===== src/rtl/greyscale_fb_scheduler.sv =====
// Ping-pong frame-buffer scheduler: gates packer writes into one BRAM bank and grants whole frames to the reader.
// Optional GREYSCALE_FB_STATS_EN enables the dropped/short frame counters (tied to zero otherwise).
module greyscale_fb_scheduler #(
  parameter int WORDS_PER_FRAME = 12800,
  parameter int ADDR_WIDTH      = 17,
  parameter int DATA_WIDTH      = 48,
  parameter int READ_LATENCY    = 2
) (
  input  logic                  clk_pixel,
  input  logic                  rst_in,
  input  logic                  wr_valid_in,
  input  logic [ADDR_WIDTH-1:0] wr_addr_in,
  input  logic [DATA_WIDTH-1:0] wr_data_in,
  input  logic                  frame_done_in,
  input  logic                  rd_start_in,
  input  logic                  rd_en_in,
  input  logic [ADDR_WIDTH-1:0] rd_addr_in,
  input  logic                  rd_done_in,
  input  logic [DATA_WIDTH-1:0] bram_rdata_in,
  output logic                  bram_wea_out,
  output logic [ADDR_WIDTH:0]   bram_waddr_out,
  output logic [DATA_WIDTH-1:0] bram_wdata_out,
  output logic [ADDR_WIDTH:0]   bram_raddr_out,
  output logic                  rd_grant_out,
  output logic                  frame_ready_out,
  output logic [DATA_WIDTH-1:0] rd_data_out,
  output logic                  rd_valid_out,
  output logic [15:0]           dropped_out,
  output logic [15:0]           short_out
);

  localparam int CW = ADDR_WIDTH + 1;
  localparam logic [CW-1:0] FRAME_WORDS = CW'(WORDS_PER_FRAME);

  typedef enum logic [1:0] {B_FREE = 2'd0, B_FILLING = 2'd1, B_READY = 2'd2, B_READING = 2'd3} bank_st_e;
  typedef enum logic [1:0] {W_SYNC = 2'd0, W_FILL = 2'd1, W_HOLD = 2'd2} w_st_e;
  typedef enum logic {R_IDLE = 1'b0, R_ACTIVE = 1'b1} r_st_e;

  bank_st_e                bank_st_r  [0:1];
  bank_st_e                bank_eff_s [0:1];
  bank_st_e                bank_nxt_s [0:1];
  w_st_e                   w_state_r;
  r_st_e                   r_state_r;
  logic                    w_bank_r;
  logic                    rd_bank_r;
  logic [CW-1:0]           cnt_r;
  logic [CW-1:0]           cnt_inc_s;
  logic [READ_LATENCY:0]   vpipe_r;
  logic rd_act_s, grant_s, grant_bank_s, release_s, ob_s, accept_s, full_s;
  logic start_s, switch_s, hold_s, resume_s;

  assign rd_data_out  = bram_rdata_in;
  assign rd_valid_out = vpipe_r[READ_LATENCY];

  // Event decode: reader grant/release first, so the writer sees the post-reader view of the other bank
  always_comb begin
    rd_act_s     = (r_state_r == R_ACTIVE);
    grant_bank_s = (bank_st_r[0] == B_READY) ? 1'b0 : 1'b1;
    grant_s      = !rd_act_s && rd_start_in && ((bank_st_r[0] == B_READY) || (bank_st_r[1] == B_READY));
    release_s    = rd_act_s && rd_done_in;
    for (int i = 0; i < 2; i++) begin
      if (grant_s && (grant_bank_s == 1'(i))) begin
        bank_eff_s[i] = B_READING;
      end else if (release_s && (rd_bank_r == 1'(i))) begin
        bank_eff_s[i] = B_FREE;
      end else begin
        bank_eff_s[i] = bank_st_r[i];
      end
    end
    ob_s      = ~w_bank_r;
    accept_s  = (w_state_r == W_FILL) && wr_valid_in && ({1'b0, wr_addr_in} < FRAME_WORDS);
    if (accept_s && (cnt_r != {CW{1'b1}})) begin
      cnt_inc_s = cnt_r + {{(CW-1){1'b0}}, 1'b1};
    end else begin
      cnt_inc_s = cnt_r;
    end
    full_s     = (cnt_inc_s == FRAME_WORDS);
    start_s    = 1'b0;
    switch_s   = 1'b0;
    hold_s     = 1'b0;
    resume_s   = 1'b0;
    bank_nxt_s = bank_eff_s;
    if (frame_done_in) begin
      case (w_state_r)
        W_SYNC: begin
          start_s              = 1'b1;
          bank_nxt_s[w_bank_r] = B_FILLING;
        end
        W_FILL: begin
          if (!full_s) begin
            bank_nxt_s[w_bank_r] = B_FILLING;
          end else if (bank_eff_s[ob_s] == B_READING) begin
            hold_s               = 1'b1;
            bank_nxt_s[w_bank_r] = B_READY;
          end else begin
            switch_s             = 1'b1;
            bank_nxt_s[w_bank_r] = B_READY;
            bank_nxt_s[ob_s]     = B_FILLING;
          end
        end
        W_HOLD: begin
          if (bank_eff_s[ob_s] == B_FREE) begin
            resume_s         = 1'b1;
            bank_nxt_s[ob_s] = B_FILLING;
          end else begin
            resume_s = 1'b0;
          end
        end
        default: begin
          start_s = 1'b0;
        end
      endcase
    end else begin
      start_s = 1'b0;
    end
  end

  // Writer FSM with registered BRAM write port
  always_ff @(posedge clk_pixel) begin
    if (rst_in) begin
      w_state_r      <= W_SYNC;
      w_bank_r       <= 1'b0;
      cnt_r          <= {CW{1'b0}};
      bram_wea_out   <= 1'b0;
      bram_waddr_out <= {(ADDR_WIDTH+1){1'b0}};
      bram_wdata_out <= {DATA_WIDTH{1'b0}};
    end else begin
      bram_wea_out <= accept_s;
      if (accept_s) begin
        bram_waddr_out <= {w_bank_r, wr_addr_in};
        bram_wdata_out <= wr_data_in;
      end
      cnt_r <= frame_done_in ? {CW{1'b0}} : cnt_inc_s;
      case (w_state_r)
        W_SYNC: if (start_s) w_state_r <= W_FILL;
        W_FILL: begin
          if (switch_s) begin
            w_bank_r <= ob_s;
          end else if (hold_s) begin
            w_state_r <= W_HOLD;
          end
        end
        W_HOLD: begin
          if (resume_s) begin
            w_bank_r  <= ob_s;
            w_state_r <= W_FILL;
          end
        end
        default: w_state_r <= W_SYNC;
      endcase
    end
  end

  // Reader FSM, bank ownership table and status flags
  always_ff @(posedge clk_pixel) begin
    if (rst_in) begin
      bank_st_r[0]    <= B_FREE;
      bank_st_r[1]    <= B_FREE;
      r_state_r       <= R_IDLE;
      rd_bank_r       <= 1'b0;
      rd_grant_out    <= 1'b0;
      frame_ready_out <= 1'b0;
    end else begin
      bank_st_r <= bank_nxt_s;
      case (r_state_r)
        R_IDLE: begin
          if (grant_s) begin
            r_state_r <= R_ACTIVE;
            rd_bank_r <= grant_bank_s;
          end
        end
        R_ACTIVE: if (release_s) r_state_r <= R_IDLE;
        default:  r_state_r <= R_IDLE;
      endcase
      rd_grant_out    <= grant_s || (rd_act_s && !release_s);
      frame_ready_out <= (bank_nxt_s[0] == B_READY) || (bank_nxt_s[1] == B_READY);
    end
  end

  // Read address register and valid pipeline matching the BRAM latency
  always_ff @(posedge clk_pixel) begin
    if (rst_in) begin
      bram_raddr_out <= {(ADDR_WIDTH+1){1'b0}};
      vpipe_r        <= {(READ_LATENCY+1){1'b0}};
    end else begin
      bram_raddr_out <= {rd_bank_r, rd_addr_in};
      vpipe_r        <= {vpipe_r[READ_LATENCY-1:0], rd_en_in && rd_act_s};
    end
  end

`ifdef GREYSCALE_FB_STATS_EN
  logic short_evt_s, drop_evt_s;

  // Statistic event decode
  always_comb begin
    short_evt_s = frame_done_in && (w_state_r == W_FILL) && !full_s;
    drop_evt_s  = switch_s && (bank_eff_s[ob_s] == B_READY);
  end

  // Saturating dropped/short frame counters
  always_ff @(posedge clk_pixel) begin
    if (rst_in) begin
      dropped_out <= 16'h0000;
      short_out   <= 16'h0000;
    end else begin
      if (drop_evt_s && (dropped_out != 16'hFFFF)) dropped_out <= dropped_out + 16'h0001;
      if (short_evt_s && (short_out != 16'hFFFF)) short_out <= short_out + 16'h0001;
    end
  end
`else
  assign dropped_out = 16'h0000;
  assign short_out   = 16'h0000;
`endif

endmodule


===== config.mk =====
export PLATFORM = sky130hd
export DESIGN_NAME = greyscale_fb_scheduler
export DESIGN_NICKNAME = d
export VERILOG_FILES = /design/src/rtl/greyscale_fb_scheduler.sv
export SDC_FILE = /design/constraint.sdc
export NUM_CORES = 1
export LEC_CHECK = 0
export BUFFER_PORTS_ARGS = -buffer_cell sky130_fd_sc_hd__buf_2
export CAP_MARGIN = 0
export CORE_ASPECT_RATIO = 0.6
export CORE_UTILIZATION = 40
export DETAILED_ROUTE_END_ITERATION = 12
export GPL_TIMING_DRIVEN = 0
export PLACE_DENSITY_LB_ADDON = 0.12
export SLEW_MARGIN = 20
export SYNTH_ARGS = -nofsm -noshare
export SYNTH_HDL_FRONTEND = slang
export SYNTH_SLANG_ARGS = --single-unit
export TNS_END_PERCENT = 20

===== constraint.sdc =====
create_clock -name clk_pixel -period 2.9 [get_ports clk_pixel]
set_clock_uncertainty 0.15 [all_clocks]
set_input_delay 0 -clock clk_pixel [delete_from_list [all_inputs] [get_ports clk_pixel]]
set_output_delay 0 -clock clk_pixel [all_outputs]
set_load 0.01 [all_outputs]

**Word level (Yosys, flattened, before mapping)**

Cells that the tools add are included.

- Equal/unequal tests: 14
- Reductions and logical operators: 26
- Add/sub/neg operators: 1
- Bitwise gates (word level): 16
- $lt $le $gt $ge: 5
- Muxes and demuxes: 42

Operators by type and width:

| kind | count |
|---|---|
| 2-bit 2-to-1 mux | 13 |
| 18-bit by 1-bit adder with 18-bit output (second input constant) | 1 |
| 18-bit by 14-bit equality test with 1-bit output (second input constant) | 1 |
| 1-bit 2-to-1 mux | 18 |
| 18-bit 2-to-1 mux | 1 |
| 18-bit inequality test (second input constant) | 1 |
| 17-bit by 14-bit < comparator with 1-bit output (second input constant) | 1 |
| 4-bit 2-to-1 mux | 4 |
| 1-bit logical AND | 14 |
| 2-bit equality test (second input constant) | 6 |
| 4-bit one-hot mux with 3 select lines | 1 |
| 2-bit inequality test (second input constant) | 5 |
| 2-bit bitwise AND | 4 |
| 2-bit bitwise OR | 4 |
| 2-bit NOT | 3 |
| 2-bit one-hot mux with 3 select lines | 1 |
| 2-bit demux with 1-bit select | 2 |
| 2-bit greater-or-equal comparator (second input constant) | 2 |
| 2-bit logical NOT | 2 |
| 2-bit by 1-bit < comparator with 1-bit output (second input constant) | 2 |
| 1-bit NOT with 2-bit output | 2 |
| 1-bit one-hot mux with 2 select lines | 2 |
| 4-bit AND reduction | 1 |
| 1-bit logical OR | 3 |
| other kinds (7) | 10 |

- Bits of input ports: 137
- Word-level logic and storage cells: 118
- Output and inout port bits: 168
- Bits in registers: 117

**Longest topological paths before layout**

- Word-level depth: 16
- Depth in mapped cells: 12
- Gate-level depth less buffers: 10

**Least setup slack after synthesis**

Ideal clock, no wire load.

- Path kind: register to register
- From: register cnt_r[0]
- To: register frame_ready_out
- Buffers on the path: 1
- Clock period less this slack: 3.062 ns
- Path slack: -0.162 ns
- Required time: 2.680 ns
- Library setup time: 0.070 ns
- Arrival time: 2.842 ns
- Cell stages (with the launch flop): 12
- Cell sequence: dfxtp_1 ha_1 nand3_1 nor2_1 a21oi_1 buf_2 a31oi_1 o22ai_1 or3_4 mux2_4 nor3_4 o2bb2ai_1

- Cells in the longest elaborated chain, start to end: 9
- Elaborated cells on any way between the ends: 11
- Those cells by class: add/sub: 1; eq/ne: 4; mux: 4; reduce/logical: 2

Ends and longest elaborated chain:

| element | line | RTL |
|---|---|---|
| from (decl) | 46 | `logic [CW-1:0] cnt_r;` |
| from (signal assigned) | 123 | `cnt_r <= {CW{1'b0}};` |
| from (signal assigned) | 133 | `cnt_r <= frame_done_in ? {CW{1'b0}} : cnt_inc_s;` |
| branches (longest 2 deep; another with 18-bit by 1-bit adder with 18-bit output) | - |  |
| 18-bit 2-to-1 mux (*) | 72 | `if (accept_s && (cnt_r != {CW{1'b1}})) begin` |
| 18-bit by 14-bit equality test with 1-bit output (*) | 77 | `full_s = (cnt_inc_s == FRAME_WORDS);` |
| 4-bit 2-to-1 mux (*) | 90 | `if (!full_s) begin` |
| 4-bit one-hot mux with 3 select lines (*) | 84 | `case (w_state_r)` |
| 4-bit 2-to-1 mux (*) | 83 | `if (frame_done_in) begin` |
| 2-bit equality test | 176 | `frame_ready_out <= (bank_nxt_s[0] == B_READY) \|\| (bank_nxt_s[1] == B_READY);` |
| 1-bit logical OR (*) | 176 |  |
| to (signal assigned) | 176 |  |
| to (decl) | 25 | `output logic frame_ready_out,` |

Every way passes the cells marked *.
A chain may end at the register's enable or synchronous reset.

**Final worst setup path**

- From: register cnt_r[8]
- To: register frame_ready_out

Same word-level chain as after synthesis.

==> results.md <==
- STA puts the critical path data required time at 3040 ps.
- The part of the power in registers is a little under two fifths.
- The number of different library cells in the post-synthesis netlist is 65.
- The post-synthesis average cell area is a little over 8 um^2.
- The pin count of the biggest net entering global routing is 17.
- The count of nets left with antenna violations once routing finished came out at 0.
- The type of the tightest min-delay check is in -> out.
- The number of design-rule violations left by the first detailed-router iteration is about 370.
- The final setup violation count is 1.
- The placer congestion estimate is 0.9066.
- The final setup slack of the worst path is -23.15 ps.
- The number of endpoints with negative hold slack in the final report is 0.
- The number of iterations in the first detailed-routing pass is 5.
- Summing every instance area after synthesis gives around 5500 um^2.
- Setup repair after global routing could not meet its margin everywhere.
- The number of remaining DRC errors is 0.
- The total overflow left after global routing is 0.
- The clock network burns between 50% and 60% of the power.
- The number of buffers added by the clock tree synthesis step is 17.
- The number of pins exceeding their max-slew limit in the final report is 0.
- Along the worst path, the maximum fanout reaches 10.
- The die is approximately 93 um tall.
- The worst setup path is launched from a flip-flop.
- Synthesis handed over a netlist of ~680 instances.
- The number of top-level pins is slightly above 300.
- The run finished, with violations left.
- The die is 153.4 um wide.
- The final layout contains routed wiring with a total length of between 15,000 and 20,000 um.
- Across every metal layer, demand over resource in global routing totals approximately 25%.
- The number of enable-type register cells in the synthesized netlist is 0.
- At the worst endpoint, the arrival time is 3060 ps.
- The sequential-to-total area share from yosys stat is 42.56%.
- The switching portion of total power is between 20% and 30%.
- The analysis attributes to cell leakage a power of a little under 0.004 uW.
- The final layout contains 1,182 nets.
- Combinational logic is responsible for 10.6% of the overall power.
- For this run, the number of Yosys warnings is 0.
- The global-route wire length before repair is 28,300 um.
- Across the run, the number of max-cap violations was 0.
- The final cycle utilization of the critical path is 100.8%.
- The standard-cell row count is 32.
- The maximum achievable frequency is around 340 MHz.
- The placeable core region is approximately 13,000 um^2.
- The via count of the routed design is 5,939.
- The signed area change from the synthesized netlist to the final layout is 61.26%.
- After detailed routing, the average wire length per cell comes to 14.93 um.
- CTS built an H-tree with a depth of 4.
- The internal power component is roughly 3500 uW.
- The number of global-route vias before repair is roughly 5,700.
- The tree is rooted in a clkbuf_16.
- The area of the die is 14,250 um^2.
- The post-route netlist has between 30 and 40% of its cells at a drive strength greater than 1.
- The number of antenna violations at the first check in global routing is 0.
- The kind of critical path is reg -> reg.
- The most frequently used flop master after synthesis is dfxtp_1.
- The power dissipated by switching net loads is approximately 1000 uW.
- The checks that failed: negative setup slack.
- Before CTS, the worst setup slack after placement is -515.8 ps.
- The initial cell density of the core is 41.91%.
- The HPWL after detailed placement is 12,140 um.
- The count of antenna diodes in the layout is 0.
- The TritonCTS sink count is 117.
- The fraction of registers with async set or reset after synthesis is 0%.
- The worst setup path is captured at a flip-flop.
- In this run the power density over the cells is a little over 500 nW/um^2.
- IR analysis of the VDD net gives a maximum drop of roughly 0.00031 V.
- The transition time at the pin with the least slew margin is between 600 and 700 ps.
- Using the TritonRoute via totals, the vias-per-cell ratio works out to approximately 4.8.
- The later-pin clock latency in the skew report is around 420 ps.
- The worst-case hold slack is between 30 and 40 ps.
- Subtracting the final worst setup slack from the clock period gives 2923 ps.
- The register bit total from synthesis is 117.
- Headroom to the max-slew limit came out at roughly 60%.
- No sink is reached through more buffers than the 2 on the longest clock path.
- Input and output buffers added on the ports amount to between 200 and 250.
- The clock slew at the register clock pins of the worst setup and hold paths is about 50 ps.
- The CTS tree is built.
## cells in the mapped netlist (3+ instances only)
cell,n,area [um^2]
nand4_1,9,56.30
a21oi_1,71,355.3
nand2b_1,3,18.77
nor3b_1,6,45.04
nor3_1,11,55.05
inv_1,11,41.29
nor4_1,3,18.77
xor2_1,10,87.58
dfxtp_1,117,2342
and4_1,5,43.79
mux2i_1,5,50.05
a211o_1,3,26.28
a31oi_1,3,18.77
o21ai_0,9,45.04
clkbuf_1,35,131.4
nand3_1,14,70.07
buf_4,80,600.6
nor2_1,42,157.7
a211oi_1,6,45.04
buf_1,3,11.26
nand2_1,148,555.5
xnor2_1,6,52.55
nor2b_1,24,150.1
## kinds of logic (layout without fill, tap and decap cells)
family          Yosys count  in the layout  synth area share [%]
mux                       8              8                 1.591
xor+xnor                 16             16                 2.546
simple gates            287            287                 25.28
fa+ha+maj                 1              1                0.2273
buf+inv                 132            480                 14.64
other cells               1             32               0.06813
compound gates          116            116                 13.09
flops                   117            117                 42.56
## state kept, by name, summed over array words and instances, names as in the netlist, 2 cells and up
register / cells
w_state_r: 2
vpipe_r: 3
bram_raddr_out: 18
cnt_r: 18
bank_st_r: 4
bram_wdata_out: 48
bram_waddr_out: 18
## cell usage in the layout, fill, tap and decap left out, drive strengths merged, types with 4 or more instances in the layout
cell,instances
buf,323
nand2,148
dfxtp,117
dlygate4sd3,85
a21oi,71
clkbuf,47
nor2,42
conb,32
nor2b,24
nand3,14
inv,14
nor3,12
xor2,10
o21ai,9
nand4,9
a211oi,8
nor3b,6
xnor2,6
nor4,6
bufinv,5
and4,5
mux2i,5
clkinv,5
or3,4
## power by group through the flow
stage / sequential, uW / combinational [uW] / clock [uW]
final: 1640 / 476 / 2360
after global routing: 1650 / 512 / 2460
after CTS: 1640 / 463 / 2390
after detailed placement: 1680 / 365 / 0
after global placement: 1680 / 365 / 0
after floorplan: 1690 / 213 / 0
## per-layer routing
layer / global-route usage (%) / part of all wire (%) / wire, um / vias to the layer above
met1: 31.15 / 43 / 7876 / 2701
met5: 0 / 0 / 0 / -
met4: 11.17 / 2.1 / 388 / 0
met3: 8.189 / 8.6 / 1580 / 39
met2: 41.17 / 46 / 8479 / 295
li1: - / - / - / 2904
## stage by stage
step / TNS [ps] / total power (uW) / std cells / cell area (um^2) / util [%]
CTS: 0 / 4494 / 1225 / 8708 / 66.31
global route: -415.3 / 4622 / 1227 / 8876 / 67.59
floorplan: 0 / 1906 / 709 / 5630 / -
finish: -23.15 / 4483 / 1227 / 8876 / 67.59
detailed placement: -4004 / 2049 / 1102 / 6959 / 52.99
global placement: -4010 / 2048 / 1102 / 6959 / 52.99
## final timing paths
kind	startpoint	endpoint	slack, ps	cells after the start
min reg2reg	vpipe_r[1]$_SDFF_PP0_	vpipe_r[2]$_SDFF_PP0_	290	1
max reg2reg	cnt_r[8]$_SDFF_PP0_	frame_ready_out$_SDFF_PP0_	-20	12
min	bram_rdata_in[46]	rd_data_out[46]	30	2
max	cnt_r[8]$_SDFF_PP0_	frame_ready_out$_SDFF_PP0_	-20	12
## critical path, stage by stage, from the launching register on
cell and delay (ps):
dfxtp_1 350, clkbuf_4 220, nand4_1 190, buf_4 200, nor4_1 430, o41ai_1 110, a31o_2 260, nand4b_4 120
nor4_4 50, buf_4 140, mux2i_1 110, a221o_1 320, o2bb2ai_2 150
## final cells by class
class	count	area, um^2
fill	1083	4257
inverter	11	41.29
tap	170	212.7
timing repair buffer	323	2101
multi-input combinational	460	2719
buffer	114	764.5
clock inverter	14	224.0
clock buffer	18	439.2
sequential	117	2375
## timing repair
item                                   4_1_cts  5_1_grt
hold buffers                                85        0
cloned                                       1        1
pin swaps                                   15        9
endpoints found under the hold margin       86        0
setup endpoints to repair                   48       10
resized for setup                           45       32
setup buffers                               10        3
No activity file was read; power rests on OpenSTA's default activity.
